--- src/rtl/spi_ram_pkg.sv ---
// Shared definitions for the SPI-to-RAM arbiter: command codes, FSM state
// encoding and pending-entry field widths.
package spi_ram_pkg;

    localparam int RX_W      = 10;
    localparam int CMD_W     = 2;
    localparam int PAYLOAD_W = 8;

    localparam logic [CMD_W-1:0] CMD_WR_ADDR = 2'b00;
    localparam logic [CMD_W-1:0] CMD_WR_DATA = 2'b01;
    localparam logic [CMD_W-1:0] CMD_RD_ADDR = 2'b10;
    localparam logic [CMD_W-1:0] CMD_RD_DATA = 2'b11;

    // Pending entry fields: {valid, we, addr, data}; addr/data widths follow
    // the ADDR_SIZE / DATA_W parameters of the top module.
    localparam int PEND_VALID_W = 1;
    localparam int PEND_WE_W    = 1;

    typedef enum logic [4:0] {
        ST_IDLE     = 5'b00001,
        ST_SPI_ACC  = 5'b00010,
        ST_HOST_ACC = 5'b00100,
        ST_SPI_RSP  = 5'b01000,
        ST_HOST_RSP = 5'b10000
    } state_t;

    // Commands 01 and 11 carry a memory access; 00 and 10 only load addresses.
    function automatic logic is_mem_cmd(input logic [CMD_W-1:0] cmd);
        return cmd[0];
    endfunction

endpackage

--- src/rtl/rr_arbiter2.sv ---
// Two-requester round-robin arbiter. last_grant = 1 means requester A won
// the previous accepted grant, so B wins the next tie.
module rr_arbiter2 (
    input  logic clk,
    input  logic rst,
    input  logic req_a,
    input  logic req_b,
    input  logic accept,
    output logic gnt_a,
    output logic gnt_b
);

    logic last_grant;

    // Grant decision: a lone requester wins, a tie goes to the side not served last.
    always_comb begin
        gnt_a = accept && req_a && (!req_b || !last_grant);
        gnt_b = accept && req_b && (!req_a ||  last_grant);
    end

    // Remember who was served, only when a grant is actually taken.
    always_ff @(posedge clk) begin
        if (rst) begin
            last_grant <= 1'b0;
        end else if (gnt_a) begin
            last_grant <= 1'b1;
        end else if (gnt_b) begin
            last_grant <= 1'b0;
        end
    end

endmodule

--- src/rtl/spi_ram_arbiter.sv ---
// SPI command decoder and RAM sharing between the SPI slave and a local host.
//
// state     | meaning
// ----------+----------------------------------------------------------
// IDLE      | waiting; arbitrate between pending SPI entry and host_req
// SPI_ACC   | RAM access from the pending SPI entry (pending clears)
// HOST_ACC  | RAM access from the host fields, host_gnt pulses
// SPI_RSP   | capture mem_rdata into tx_data, tx_valid next cycle
// HOST_RSP  | capture mem_rdata into host_rdata, host_rvalid next cycle
module spi_ram_arbiter
    import spi_ram_pkg::*;
#(
    parameter int MEM_DEPTH = 256,
    parameter int ADDR_SIZE = 8,
    parameter int DATA_W    = 8
) (
    input  logic                 clk,
    input  logic                 rst,
    input  logic [RX_W-1:0]      rx_data,
    input  logic                 rx_valid,
    output logic [7:0]           tx_data,
    output logic                 tx_valid,
    input  logic                 host_req,
    input  logic                 host_we,
    input  logic [ADDR_SIZE-1:0] host_addr,
    input  logic [DATA_W-1:0]    host_wdata,
    output logic                 host_gnt,
    output logic                 host_rvalid,
    output logic [DATA_W-1:0]    host_rdata,
    output logic                 mem_en,
    output logic                 mem_we,
    output logic [ADDR_SIZE-1:0] mem_addr,
    output logic [DATA_W-1:0]    mem_wdata,
    input  logic [DATA_W-1:0]    mem_rdata,
    output logic                 spi_ovf
);

    if (DATA_W != PAYLOAD_W || ADDR_SIZE > PAYLOAD_W || MEM_DEPTH != (1 << ADDR_SIZE)) begin : g_param_check
        $error("spi_ram_arbiter: inconsistent MEM_DEPTH/ADDR_SIZE/DATA_W");
    end

    logic [CMD_W-1:0]     cmd;
    logic [PAYLOAD_W-1:0] payload;
    logic                 mem_cmd;
    logic                 pend_free;

    logic [ADDR_SIZE-1:0] wr_addr;
    logic [ADDR_SIZE-1:0] rd_addr;
    logic                 pend_valid;
    logic                 pend_we;
    logic [ADDR_SIZE-1:0] pend_addr;
    logic [DATA_W-1:0]    pend_data;

    logic                 gnt_spi;
    logic                 gnt_host;
    state_t               state;

    // Split the SPI word; the pending slot frees up in the cycle it is consumed.
    always_comb begin
        cmd       = rx_data[RX_W-1 -: CMD_W];
        payload   = rx_data[PAYLOAD_W-1:0];
        mem_cmd   = rx_valid && is_mem_cmd(cmd);
        pend_free = !pend_valid || (state == ST_SPI_ACC);
    end

    rr_arbiter2 u_arb (
        .clk    (clk),
        .rst    (rst),
        .req_a  (pend_valid),
        .req_b  (host_req),
        .accept (state == ST_IDLE),
        .gnt_a  (gnt_spi),
        .gnt_b  (gnt_host)
    );

    // Command decode: address registers, one-deep pending entry, sticky overflow.
    always_ff @(posedge clk) begin
        if (rst) begin
            wr_addr    <= '0;
            rd_addr    <= '0;
            pend_valid <= 1'b0;
            pend_we    <= 1'b0;
            pend_addr  <= '0;
            pend_data  <= '0;
            spi_ovf    <= 1'b0;
        end else begin
            if (rx_valid && cmd == CMD_WR_ADDR) begin
                wr_addr <= payload[ADDR_SIZE-1:0];
            end
            if (rx_valid && cmd == CMD_RD_ADDR) begin
                rd_addr <= payload[ADDR_SIZE-1:0];
            end
            if (state == ST_SPI_ACC) begin
                pend_valid <= 1'b0;
            end
            if (mem_cmd) begin
                if (pend_free) begin
                    pend_valid <= 1'b1;
                    pend_we    <= (cmd == CMD_WR_DATA);
                    pend_addr  <= (cmd == CMD_WR_DATA) ? wr_addr : rd_addr;
                    pend_data  <= payload[DATA_W-1:0];
                end else begin
                    spi_ovf <= 1'b1;
                end
            end
        end
    end

    // Access sequencer with registered RAM, grant and response outputs.
    always_ff @(posedge clk) begin
        if (rst) begin
            state       <= ST_IDLE;
            tx_data     <= '0;
            tx_valid    <= 1'b0;
            host_gnt    <= 1'b0;
            host_rvalid <= 1'b0;
            host_rdata  <= '0;
            mem_en      <= 1'b0;
            mem_we      <= 1'b0;
            mem_addr    <= '0;
            mem_wdata   <= '0;
        end else begin
            mem_en      <= 1'b0;
            mem_we      <= 1'b0;
            host_gnt    <= 1'b0;
            tx_valid    <= 1'b0;
            host_rvalid <= 1'b0;
            case (state)
                ST_IDLE: begin
                    if (gnt_spi) begin
                        state     <= ST_SPI_ACC;
                        mem_en    <= 1'b1;
                        mem_we    <= pend_we;
                        mem_addr  <= pend_addr;
                        mem_wdata <= pend_data;
                    end else if (gnt_host) begin
                        state     <= ST_HOST_ACC;
                        mem_en    <= 1'b1;
                        mem_we    <= host_we;
                        mem_addr  <= host_addr;
                        mem_wdata <= host_wdata;
                        host_gnt  <= 1'b1;
                    end
                end
                ST_SPI_ACC: begin
                    state <= mem_we ? ST_IDLE : ST_SPI_RSP;
                end
                ST_HOST_ACC: begin
                    state <= mem_we ? ST_IDLE : ST_HOST_RSP;
                end
                ST_SPI_RSP: begin
                    tx_data  <= mem_rdata;
                    tx_valid <= 1'b1;
                    state    <= ST_IDLE;
                end
                ST_HOST_RSP: begin
                    host_rdata  <= mem_rdata;
                    host_rvalid <= 1'b1;
                    state       <= ST_IDLE;
                end
                default: begin
                    state <= ST_IDLE;
                end
            endcase
        end
    end

endmodule

--- config.mk ---
export PLATFORM = sky130hd
export DESIGN_NAME = spi_ram_arbiter
export DESIGN_NICKNAME = d
export VERILOG_FILES = /design/src/rtl/spi_ram_pkg.sv /design/src/rtl/rr_arbiter2.sv /design/src/rtl/spi_ram_arbiter.sv
export SDC_FILE = /design/constraint.sdc
export NUM_CORES = 1
export LEC_CHECK = 0
export ABC_AREA = 1
export BUFFER_PORTS_ARGS = -buffer_cell sky130_fd_sc_hd__buf_2
export CELL_PAD_IN_SITES_DETAIL_PLACEMENT = 1
export CELL_PAD_IN_SITES_GLOBAL_PLACEMENT = 1
export CORE_AREA = 2 2 94 96
export DETAILED_ROUTE_END_ITERATION = 6
export DIE_AREA = 0 0 96 98
export PLACE_DENSITY = 0.82
export SLEW_MARGIN = 20
export SYNTH_ARGS = -nofsm -noshare
export SYNTH_HDL_FRONTEND = slang
export SYNTH_SLANG_ARGS = --single-unit
export TNS_END_PERCENT = 50
--- constraint.sdc ---
create_clock -name clk -period 2.8 [get_ports clk]
set_input_delay 0.42 -clock clk [delete_from_list [all_inputs] [get_ports clk]]
set_output_delay 0.42 -clock clk [all_outputs]
set_load 0.005 [all_outputs]
==> results of run 1 <==
worst paths after layout:
kind | from | endpoint | slack, ns | cells past startpoint
worst max-delay path | state[2]$_SDFFE_PP0P_ | mem_wdata[6]$_SDFFE_PP0P_ | 0.99 | 7
worst min-delay path | rx_data[4] | rd_addr[4]$_SDFFE_PP0P_ | 0.32 | 3
worst min register to register | host_rdata[4]$_SDFFE_PP0P_ | host_rdata[4]$_SDFFE_PP0P_ | 0.45 | 2
worst max register to register | state[2]$_SDFFE_PP0P_ | mem_wdata[6]$_SDFFE_PP0P_ | 0.99 | 7
power by group:
| part | internal, W | switching (W) | leakage, nW | total, W |
|---|---|---|---|---|
| combinational | 0.000167 | 0.000299 | 1.05 | 0.000466 |
| clock | 0.000551 | 0.000428 | 0.116 | 0.000978 |
| sequential | 0.00119 | 0.0000432 | 0.636 | 0.00124 |
cells in the mapped netlist (2+ instances only):
cell,instances
a21oi_1,51
dfxtp_1,78
nor3_1,4
nand3_1,40
o21ai_0,40
nor2_1,42
clkbuf_1,13
nor2_2,2
buf_6,4
buf_4,2
nand4_1,3
buf_2,4
nand2_1,101
inv_1,59
worst max-delay path: cells and delay by family, from the launching register on:
kind             cells  cell delay [ns]
AND/OR/NAND/NOR      6             1.06
flip-flops           1             0.33
AO/OA/AOI/OAI        1             0.36
state kept, by name, indices dropped and copies added, names as in the netlist, 8 cells and up:
signal      count
host_rdata      8
mem_addr        8
mem_wdata       8
pend_addr       8
pend_data       8
rd_addr         8
tx_data         8
wr_addr         8
cell type report:
class / count / area, um2 / area share
Timing Repair Buffer: 78 / 395 / 0.102
Multi-Input combinational cell: 289 / 1320 / 0.341
Clock buffer: 11 / 151 / 0.0391
Clock inverter: 5 / 81.3 / 0.0210
Sequential cell: 78 / 1560 / 0.403
Inverter: 61 / 229 / 0.0591
Tap cell: 108 / 135 / 0.0349
kinds of logic (layout without fill, tap and decap cells):
kind of cell | count (synthesis) | in the layout
DFF | 78 | 78
buffers and inverters | 85 | 155
and+or+nand+nor | 194 | 194
AOI/OAI and AO/OA | 95 | 95
per-stage QoR:
step / power, W / hold slack, ns / util / area, um2 / cells
after detailed placement: 0.00173 / 0.434 / 0.430 / 3640 / 614
after CTS: 0.00271 / 0.314 / 0.458 / 3870 / 630
after global placement: 0.00171 / 0.429 / 0.430 / 3640 / 614
final: 0.00268 / 0.325 / 0.458 / 3870 / 630
after floorplan: 0.00160 / 0.425 / - / 3240 / 452
after global routing: 0.00283 / 0.331 / 0.458 / 3870 / 630
routing by layer:
layer,up-vias,track usage,part of all wire
li1,1557,-,-
met1,1415,0.259,0.50
met2,59,0.283,0.44
met3,11,0.0363,0.043
met4,0,0.0692,0.016
met5,-,0,0
==> reports/results.tsv, run 1 <==
stage	metric	value	unit
yosys	adder-cell share of the synthesized area	0	
floorplanning	die area	9410	um2
clocking	CTS tree	built	
sta	final hold vios	0	
clocking	Post CTS Setup Buffer Count	0	
yosys	EDFF count, synth	0	
clocking	clk_lat worst skew	0.36	ns
clocking	Sink Count	78	
yosys	Synth async-reset ratio	0	
drt	routed wire length	8.30	mm
power_and_ir_drop	peak supply drop	0.312	mV
yosys	Post-Synth XOR/XNOR Area	0	
grt	global-route wire length before repair	13.8	mm
floorplanning	row count	34	
sta	Worst Max-Slew Pin Slew	0.818	ns
yosys	Post-Synth Simple-Gate Area	0.252	
sta	Setup Skew	0.00835	ns
floorplanning	# IOs	77	
sta	Sum Neg Setup Slack	0	ns
final_layout	Filler cells	1106	
yosys	post-synthesis cell area	3240	um2
drt	detailed-route wire length per cell	13.2	um
grt	vias in the first global route	2968	
power_and_ir_drop	P per Cell Area	692	nW/um2
setup_path	worst-path cell chain	nor2_1 -> nand2_1 -> nor2_4 -> o21ai_4 -> nand2_1 -> nand2_1 -> nor2_1	
sta	worst setup margin	0.990	ns
yosys	Compound-Gate Fraction of Synth Area	0.155	
final_layout	most common cell after layout, fill and taps aside	nand2_1	
setup_path	CP peak stage delay	0.42	ns
yosys	Seq cells post-synth	78	
power_and_ir_drop	leakage power	1.80	nW
clocking	post-CTS sizing	0	
placement	DP HPWL	5.92	mm
floorplanning	height of the die	98	um
final_layout	share of layout cells above drive strength 1	0.195	
setup_path	Most common cell on crit path	nand2_1	
clocking	H-tree depth reported by CTS	3	
clocking	CTS Buf Count	9	
sta	number of setup violations in the final report	0	
yosys	post-synthesis net count	491	
floorplanning	Chip Width	96	um
yosys	Syn Inst Count	452	
placement	Post-Place Setup Slack	0.831	ns
sta	fin crit share	0.646	
job	total of max-cap violations	0	
hold_path	worst min path class	in -> reg	
setup_path	capturing element type of the critical path	register	
drt	DR vias/cell	4.83	
setup_path	Arrival @ worst endpoint	2.11	ns
final_layout	nets@finish	556	
drt	number of remaining DRC errors	0	
clocking	Root Driver	clkbuf_8	
sta	max-slew violation count	0	
clocking	cts hold-fix bufs	0	
floorplanning	Initial Utilization	0.383	
yosys	Yosys top cell area share	0.481	
yosys	synth top area cells	dfxtp_1 (48%), nand2_1 (12%), a21oi_1 (7.9%), inv_1 (6.8%), nand3_1 (6.2%)	
setup_path	Worst EP required	3.10	ns
sta	Max-slew headroom	0.453	
yosys	Post-synth top flop	dfxtp_1	
yosys	mux share of post-synthesis cell area	0	
sta	clock period minus worst slack	1.81	ns
sta	Peak Freq	0.553	GHz
drt	total number of vias	3042	
floorplanning	core footprint	8470	um2
grt	Tot GR Track Use	0.186	
setup_path	CP Launch Type	register	
yosys	Yosys Warn Count	0	
grt	largest net degree at the start of global routing	40	
clocking	Clock Path Buffers	2	
setup_path	slowest cell on the critical path	nor2_4	
yosys	Avg Cell Area, Syn	7.18	um2
final_layout	most frequent cells in the layout	nand2_1 (101), dfxtp_1 (78), buf_2 (76)	
yosys	post-synthesis sequential area ratio	0.481	
drt	DRT iter0 DRCs	54	
final_layout	Antenna Cells	0	
clocking	Clock transition at path regs	0.08	ns
yosys	Yosys cell types	23	
grt	global route total overflow	0	
yosys	largest family of logic cells by synthesized area	simple AND/OR/NAND/NOR gates	
grt	initial antenna violation count	0	
run_status	status	complete, no violations	
placement	Port Buffers	76	
yosys	Synth area leader	dfxtp_1	
drt	antenna viol nets, final	0	
drt	DR pass1 iterations	4	
placement	Placer Congestion	0.787	
final_layout	Area Overhead vs Synth	19.4	%
setup_path	CP max FO	35	
sta	RSZ-0062 raised after global routing	false	
setup_path	WS Path Type	reg -> reg	
No activity file was read; power rests on OpenSTA's default activity.
==> run 2: changes to the inputs <==
--- a/config.mk
+++ b/config.mk
@@ -5,14 +5,14 @@
 export SDC_FILE = /design/constraint.sdc
 export NUM_CORES = 1
 export LEC_CHECK = 0
-export ABC_AREA = 1
+export ABC_AREA = 0
 export BUFFER_PORTS_ARGS = -buffer_cell sky130_fd_sc_hd__buf_2
 export CELL_PAD_IN_SITES_DETAIL_PLACEMENT = 1
 export CELL_PAD_IN_SITES_GLOBAL_PLACEMENT = 1
-export CORE_AREA = 2 2 94 96
+export CORE_AREA = 2 2 97 99
 export DETAILED_ROUTE_END_ITERATION = 6
-export DIE_AREA = 0 0 96 98
-export PLACE_DENSITY = 0.82
+export DIE_AREA = 0 0 99 101
+export PLACE_DENSITY = 0.74
 export SLEW_MARGIN = 20
 export SYNTH_ARGS = -nofsm -noshare
 export SYNTH_HDL_FRONTEND = slang
==> constraint.sdc (replaced) <==
create_clock -name clk -period 1.5 [get_ports clk]
set_input_delay 0.225 -clock clk [delete_from_list [all_inputs] [get_ports clk]]
set_output_delay 0.225 -clock clk [all_outputs]
set_load 0.005 [all_outputs]
==> run 2 against run 1 <==
  * The flow now finishes with violations (setup timing)
  * Non-clock buffer count increased by 25
  * Via count decreased by 13%
  * First-iteration DRC count increased by 59%
  * Largest cell class unchanged
  * Worst hold slack got worse by 0.23 ns
  * Wire length increased by 11%
  * Critical path depth increased by 1
  * Critical path type unchanged
  * Count of clock-buffer cells in the layout decreased by 2
==> reports/results.tsv, run 2 <==
stage	metric	value	unit
yosys	Yosys Warn Count	0	
drt	antenna viol nets, final	0	
power_and_ir_drop	leakage power	1.92	nW
drt	DRT iter0 DRCs	86	
final_layout	most common cell after layout, fill and taps aside	buf_2	
setup_path	Worst EP required	1.79	ns
placement	Post-Place Setup Slack	-0.0675	ns
clocking	Root Driver	clkbuf_8	
grt	global route total overflow	0	
yosys	Yosys top cell area share	0.493	
grt	largest net degree at the start of global routing	34	
yosys	Post-synth top flop	dfxtp_1	
drt	DR vias/cell	5.17	
sta	fin crit share	1.13	
yosys	Yosys cell types	36	
drt	routed wire length	9.19	mm
hold_path	Min-Delay Endpoint	pend_we$_SDFFE_PP0P_	
final_layout	Post-Layout Cell Count	513	
yosys	Synth async-reset ratio	0	
setup_path	crit-path leading delay family	buffers and inverters	
power_and_ir_drop	peak supply drop	0.412	mV
final_layout	most frequent cells in the layout	buf_2 (76), dfxtp_1 (74), mux2i_1 (54)	
yosys	Seq cells post-synth	78	
setup_path	slowest cell on the critical path	dfxtp_4	
sta	RSZ-0062 raised after global routing	true	
yosys	most common library cells after synthesis	dfxtp_1 (78), mux2i_1 (56), nor2_1 (53)	
setup_path	worst setup path start	state[2]$_SDFFE_PP0P_	
setup_path	worst-path cell chain	nand2b_4 -> buf_6 -> o41ai_4 -> buf_4 -> buf_12 -> buf_6 -> nand3_4 -> a21oi_2	
setup_path	R2R cell count	8	
setup_path	Reg2Reg Setup Slack	-0.20	ns
floorplanning	# IOs	77	
grt	initial antenna violation count	0	
sta	Peak Freq	0.589	GHz
grt	global-route wire length before repair	13.6	mm
hold_path	worst min path class	in -> reg	
floorplanning	height of the die	101	um
drt	detailed-route wire length per cell	17.9	um
clocking	clk_lat worst skew	0.37	ns
floorplanning	core footprint	8980	um2
yosys	Syn Inst Count	307	
grt	Tot GR Track Use	0.173	
floorplanning	Chip Width	99	um
clocking	CTS Buf Count	9	
sta	worst setup margin	-0.197	ns
placement	DP HPWL	5.97	mm
setup_path	CP peak stage delay	0.36	ns
placement	Placed Cells	486	
floorplanning	die area	10000	um2
final_layout	Area Overhead vs Synth	31.1	%
sta	Max-slew headroom	0.717	
yosys	EDFF count, synth	0	
sta	Worst Max-Slew Pin Slew	0.424	ns
yosys	post-synthesis cell area	3170	um2
power_and_ir_drop	P per Cell Area	1110	nW/um2
floorplanning	row count	35	
sta	max-slew violation count	0	
yosys	post-synthesis net count	346	
setup_path	R2R Path Start	state[2]$_SDFFE_PP0P_	
setup_path	WS Path Type	reg -> reg	
run_status	status	finished, violations left	
setup_path	Reg-to-Reg End	pend_data[4]$_SDFFE_PP0P_	
hold_path	hold wc startpoint	rx_data[9]	
drt	DR pass1 iterations	4	
sta	Setup Skew	0.0142	ns
job	total of max-cap violations	0	
yosys	Avg Cell Area, Syn	10.3	um2
drt	total number of vias	2653	
power_and_ir_drop	Tot Pwr	0.00461	W
clocking	H-tree depth reported by CTS	3	
setup_path	worst path bufs/invs	4	
setup_path	capturing element type of the critical path	register	
floorplanning	Initial Utilization	0.353	
sta	clock period minus worst slack	1.70	ns
yosys	synth top area cells	dfxtp_1 (49%), mux2i_1 (18%), nor2_1 (6.3%), a211oi_2 (5.5%), a21oi_1 (3.0%)	
clocking	CTS tree	built	
yosys	count leader, synth	dfxtp_1	
clocking	Clock Path Buffers	2	
run_status	failing checks	setup timing	
placement	Port Buffers	76	
drt	number of remaining DRC errors	0	
clocking	Clock transition at path regs	0.10	ns
grt	vias in the first global route	2727	
setup_path	CP max FO	7	
yosys	post-synthesis sequential area ratio	0.493	
setup_path	CP Launch Type	register	
clocking	Sink Count	78	
sta	final hold vios	0	
final_layout	Antenna Cells	0	
hold_path	Hold Crit Depth	2	
setup_path	Arrival @ worst endpoint	1.99	ns
setup_path	Most common cell on crit path	buf_6	
yosys	Synth area leader	dfxtp_1	
final_layout	nets@finish	436	
sta	number of setup violations in the final report	42	
final_layout	share of layout cells above drive strength 1	0.410	
placement	Placer Congestion	0.724	
## run 2: changes by cell type in the layout (fill, tap and decap cells not counted), sizes merged, moves of 9 or more
cell    delta
nor2       +9
o21ai     -31
buf       +22
mux2i     +56
nand2     -96
a21oi     -33
inv       -54
nand3     -32
a211oi    +26
## run 2: cell families (layout without fill, tap and decap cells)
| family | after synthesis | after routing | synth area share |
|---|---|---|---|
| AO/OA/AOI/OAI | 60 | 60 | 0.150 |
| buffers and inverters | 26 | 121 | 0.0485 |
| flip-flops | 78 | 78 | 0.493 |
| multiplexers | 56 | 56 | 0.177 |
| AND/OR/NAND/NOR | 87 | 87 | 0.132 |
## run 2: layout make-up
type / instances / area [um2]
Multi-Input combinational cell: 203 / 1570
Tap cell: 111 / 139
Timing Repair Buffer: 103 / 696
Clock buffer: 9 / 124
Fill cell: 1020 / 4820
Sequential cell: 78 / 1570
Inverter: 2 / 7.51
Clock inverter: 7 / 55.1
## run 2: power by group
| part | leakage, nW | total [W] | switching, W | internal (W) |
|---|---|---|---|---|
| Sequential | 0.638 | 0.00228 | 0.0000849 | 0.00219 |
| Combinational | 1.19 | 0.000819 | 0.000433 | 0.000386 |
| Clock | 0.0870 | 0.00151 | 0.000891 | 0.000621 |
## run 2: metal layers
metal  up-vias  GRT usage  wire length [um]
li1       1274          -                 -
met1      1316      0.210              3860
met2        46      0.305              4850
met3        17     0.0298               238
met4         0     0.0695               247
met5         -          0                 0
## run 2: what timing repair did
| action | 4_1_cts | 5_1_grt |
|---|---|---|
| resized for setup | 5 | 31 |
| pin swaps | 1 | 30 |
| hold buffers | 0 | 0 |
| endpoints found under the setup margin | 21 | 41 |
| cloned | 0 | 3 |
| buffers inserted | 1 | 7 |
## run 2: how the worst max path moves through the flow
stage	to	slack (ns)	cells after the start
floorplan	mem_wdata[0]$_SDFFE_PP0P_	0.04	6
global placement	mem_wdata[2]$_SDFFE_PP0P_	0.04	5
detailed placement	mem_addr[3]$_SDFFE_PP0P_	-0.07	5
CTS	pend_addr[4]$_SDFFE_PP0P_	-0.03	6
global route	pend_data[4]$_SDFFE_PP0P_	-0.23	8
finish	pend_data[4]$_SDFFE_PP0P_	-0.20	8
## run 2: stage by stage
| stage | utilization | instance area [um2] | hold WS (ns) | TNS (ns) |
|---|---|---|---|---|
| 2_1_floorplan | - | 3170 | 0.316 | 0 |
| 3_3_place_gp | 0.412 | 3700 | 0.465 | 0 |
| 3_5_place_dp | 0.412 | 3700 | 0.477 | -0.330 |
| 4_1_cts | 0.435 | 3900 | 0.0896 | -0.134 |
| 5_1_grt | 0.463 | 4160 | 0.0838 | -5.18 |
| 6_report | 0.463 | 4160 | 0.0951 | -2.58 |
==> run 3: changes to the inputs <==
--- a/config.mk
+++ b/config.mk
@@ -13,6 +13,7 @@
 export DETAILED_ROUTE_END_ITERATION = 6
 export DIE_AREA = 0 0 99 101
 export PLACE_DENSITY = 0.74
+export SKIP_LAST_GASP = 1
 export SLEW_MARGIN = 20
 export SYNTH_ARGS = -nofsm -noshare
 export SYNTH_HDL_FRONTEND = slang
==> run 3 against run 2 <==
  * The run still ends with setup timing left
  * Fmax is 3.3% higher
  * Worst hold slack gained 0.0090 ns
  * Combinational power is 0.9% lower
  * Via count is 1.3% lower
  * Non-clock buffer count is 1 higher
  * Design area down 0.39%
  * Die area unchanged
  * Final cell count increased by 0.19%
  * Sequential power about the same
  * Global-route usage is 0.073 points lower
  * Worst setup slack better by 0.054 ns
  * Critical path type unchanged
  * Largest cell class unchanged
==> reports/results.tsv, run 3 (synthesis gave the netlist of run 2 again) <==
stage	metric	value	unit
final_layout	Post-Layout Cell Count	514	
setup_path	R2R Path Start	state[2]$_SDFFE_PP0P_	
sta	Worst Max-Slew Pin Slew	0.416	ns
grt	Tot GR Track Use	0.172	
setup_path	CP Launch Type	register	
grt	initial antenna violation count	0	
sta	number of setup violations in the final report	41	
final_layout	most frequent cells in the layout	buf_2 (76), dfxtp_1 (74), mux2i_1 (55)	
sta	Max-slew headroom	0.722	
clocking	Clock Path Buffers	2	
sta	RSZ-0062 raised after global routing	true	
setup_path	R2R cell count	8	
sta	worst setup margin	-0.143	ns
grt	vias in the first global route	2709	
setup_path	Reg2Reg Setup Slack	-0.14	ns
setup_path	critical path depth	8	
grt	global-route wire length before repair	13.6	mm
power_and_ir_drop	peak supply drop	0.403	mV
clocking	Sink Count	78	
clocking	Clock transition at path regs	0.08	ns
setup_path	CP max FO	7	
drt	DR pass1 iterations	4	
setup_path	worst path bufs/invs	4	
sta	fin crit share	1.10	
floorplanning	# IOs	77	
setup_path	CP endpoint	pend_data[7]$_SDFFE_PP0P_	
sta	clock period minus worst slack	1.64	ns
drt	detailed-route wire length per cell	17.2	um
final_layout	Area Overhead vs Synth	30.6	%
placement	Placed Cells	486	
drt	antenna viol nets, final	0	
setup_path	crit-path leading delay family	buffers and inverters	
final_layout	share of layout cells above drive strength 1	0.404	
job	total of max-cap violations	0	
setup_path	WS Path Type	reg -> reg	
clocking	clk_lat worst skew	0.37	ns
drt	DR vias/cell	5.10	
setup_path	Reg-to-Reg End	pend_data[7]$_SDFFE_PP0P_	
floorplanning	Initial Utilization	0.353	
clocking	H-tree depth reported by CTS	3	
clocking	cts hold-fix bufs	0	
grt	global route total overflow	0	
sta	final hold vios	0	
placement	cell area after placement	3700	um2
setup_path	slowest cell on the critical path	dfxtp_4	
final_layout	nets@finish	437	
sta	Peak Freq	0.609	GHz
setup_path	worst setup path start	state[2]$_SDFFE_PP0P_	
run_status	failing checks	setup timing	
drt	number of remaining DRC errors	0	
clocking	CTS tree	built	
final_layout	most common cell after layout, fill and taps aside	buf_2	
clocking	Root Driver	clkbuf_8	
clocking	CTS Buf Count	9	
drt	DRT iter0 DRCs	62	
grt	largest net degree at the start of global routing	34	
setup_path	capturing element type of the critical path	register	
setup_path	CP peak stage delay	0.36	ns
drt	total number of vias	2619	
hold_path	worst min path class	in -> reg	
floorplanning	row count	35	
setup_path	Arrival @ worst endpoint	1.93	ns
sta	Sum Neg Setup Slack	-2.21	ns
final_layout	final instance area	4140	um2
setup_path	Most common cell on crit path	buf_6	
setup_path	worst-path cell chain	nand2b_4 -> buf_6 -> o41ai_4 -> buf_4 -> buf_12 -> buf_6 -> nand3_2 -> a21oi_1	
placement	DP HPWL	5.97	mm
floorplanning	height of the die	101	um
power_and_ir_drop	P per Cell Area	1110	nW/um2
sta	max-slew violation count	0	
floorplanning	die area	10000	um2
sta	Min Hold Slack	0.104	ns
setup_path	Worst EP required	1.78	ns
placement	Port Buffers	76	
final_layout	Antenna Cells	0	
run_status	status	finished, violations left	
sta	Setup Skew	0.0153	ns
floorplanning	core footprint	8980	um2
power_and_ir_drop	leakage power	1.93	nW
drt	routed wire length	8.86	mm
floorplanning	Chip Width	99	um
placement	Placer Congestion	0.724	
[run 3: changes by cell type in the layout (fill, tap and decap cells not counted), sizes merged]
| cell | delta |
|---|---|
| buf | +1 |
[run 3: area by class of cell]
class | instances | area, um2
repair buffers | 104 | 699
inverters | 2 | 7.51
well taps | 111 | 139
flip-flops and latches | 78 | 1570
clock inverters | 7 | 55.1
multi-input cells | 203 | 1550
clock buffers | 9 | 124
fillers | 1026 | 4840
[run 3: stage by stage]
step | util | total power, W | setup WS [ns]
floorplan | - | 0.00275 | 0.0435
global placement | 0.412 | 0.00297 | 0.0414
detailed placement | 0.412 | 0.00300 | -0.0675
CTS | 0.434 | 0.00450 | -0.0652
global route | 0.461 | 0.00480 | -0.203
finish | 0.461 | 0.00458 | -0.143
[run 3: worst min-delay path by stage]
stage | cells past startpoint | startpoint | end
2_1_floorplan | 1 | rx_data[9] | pend_we$_SDFFE_PP0P_
3_3_place_gp | 2 | rx_data[9] | pend_we$_SDFFE_PP0P_
3_5_place_dp | 2 | rx_data[9] | pend_we$_SDFFE_PP0P_
4_1_cts | 2 | rx_data[9] | pend_we$_SDFFE_PP0P_
5_1_grt | 2 | rx_data[9] | pend_we$_SDFFE_PP0P_
6_report | 2 | rx_data[9] | pend_we$_SDFFE_PP0P_
[run 3: layer usage]
layer | GRT usage | wire, um
met1 | 0.211 | 3960
met2 | 0.301 | 4550
met3 | 0.0298 | 184
met4 | 0.0695 | 163
met5 | 0 | 0
[run 3: timing repair]
action / CTS / global route
endpoints found under the setup margin: 21 / 43
gates cloned: 0 / 3
pin swaps: 1 / 17
resized for setup: 3 / 27
buffers inserted: 1 / 8
[run 3: where the power goes]
part           switching [W]  internal, W  total (W)  leakage, nW
clock               0.000869     0.000621    0.00149       0.0870
sequential         0.0000829      0.00219    0.00228        0.638
combinational       0.000425     0.000387   0.000812         1.20
[run 3: worst reg2reg max path, delay by kind of cell (launching register included)]
family | cells | cell delay, ns
flops | 1 | 0.36
buf+inv | 4 | 0.53
simple gates | 2 | 0.20
compound gates | 2 | 0.49
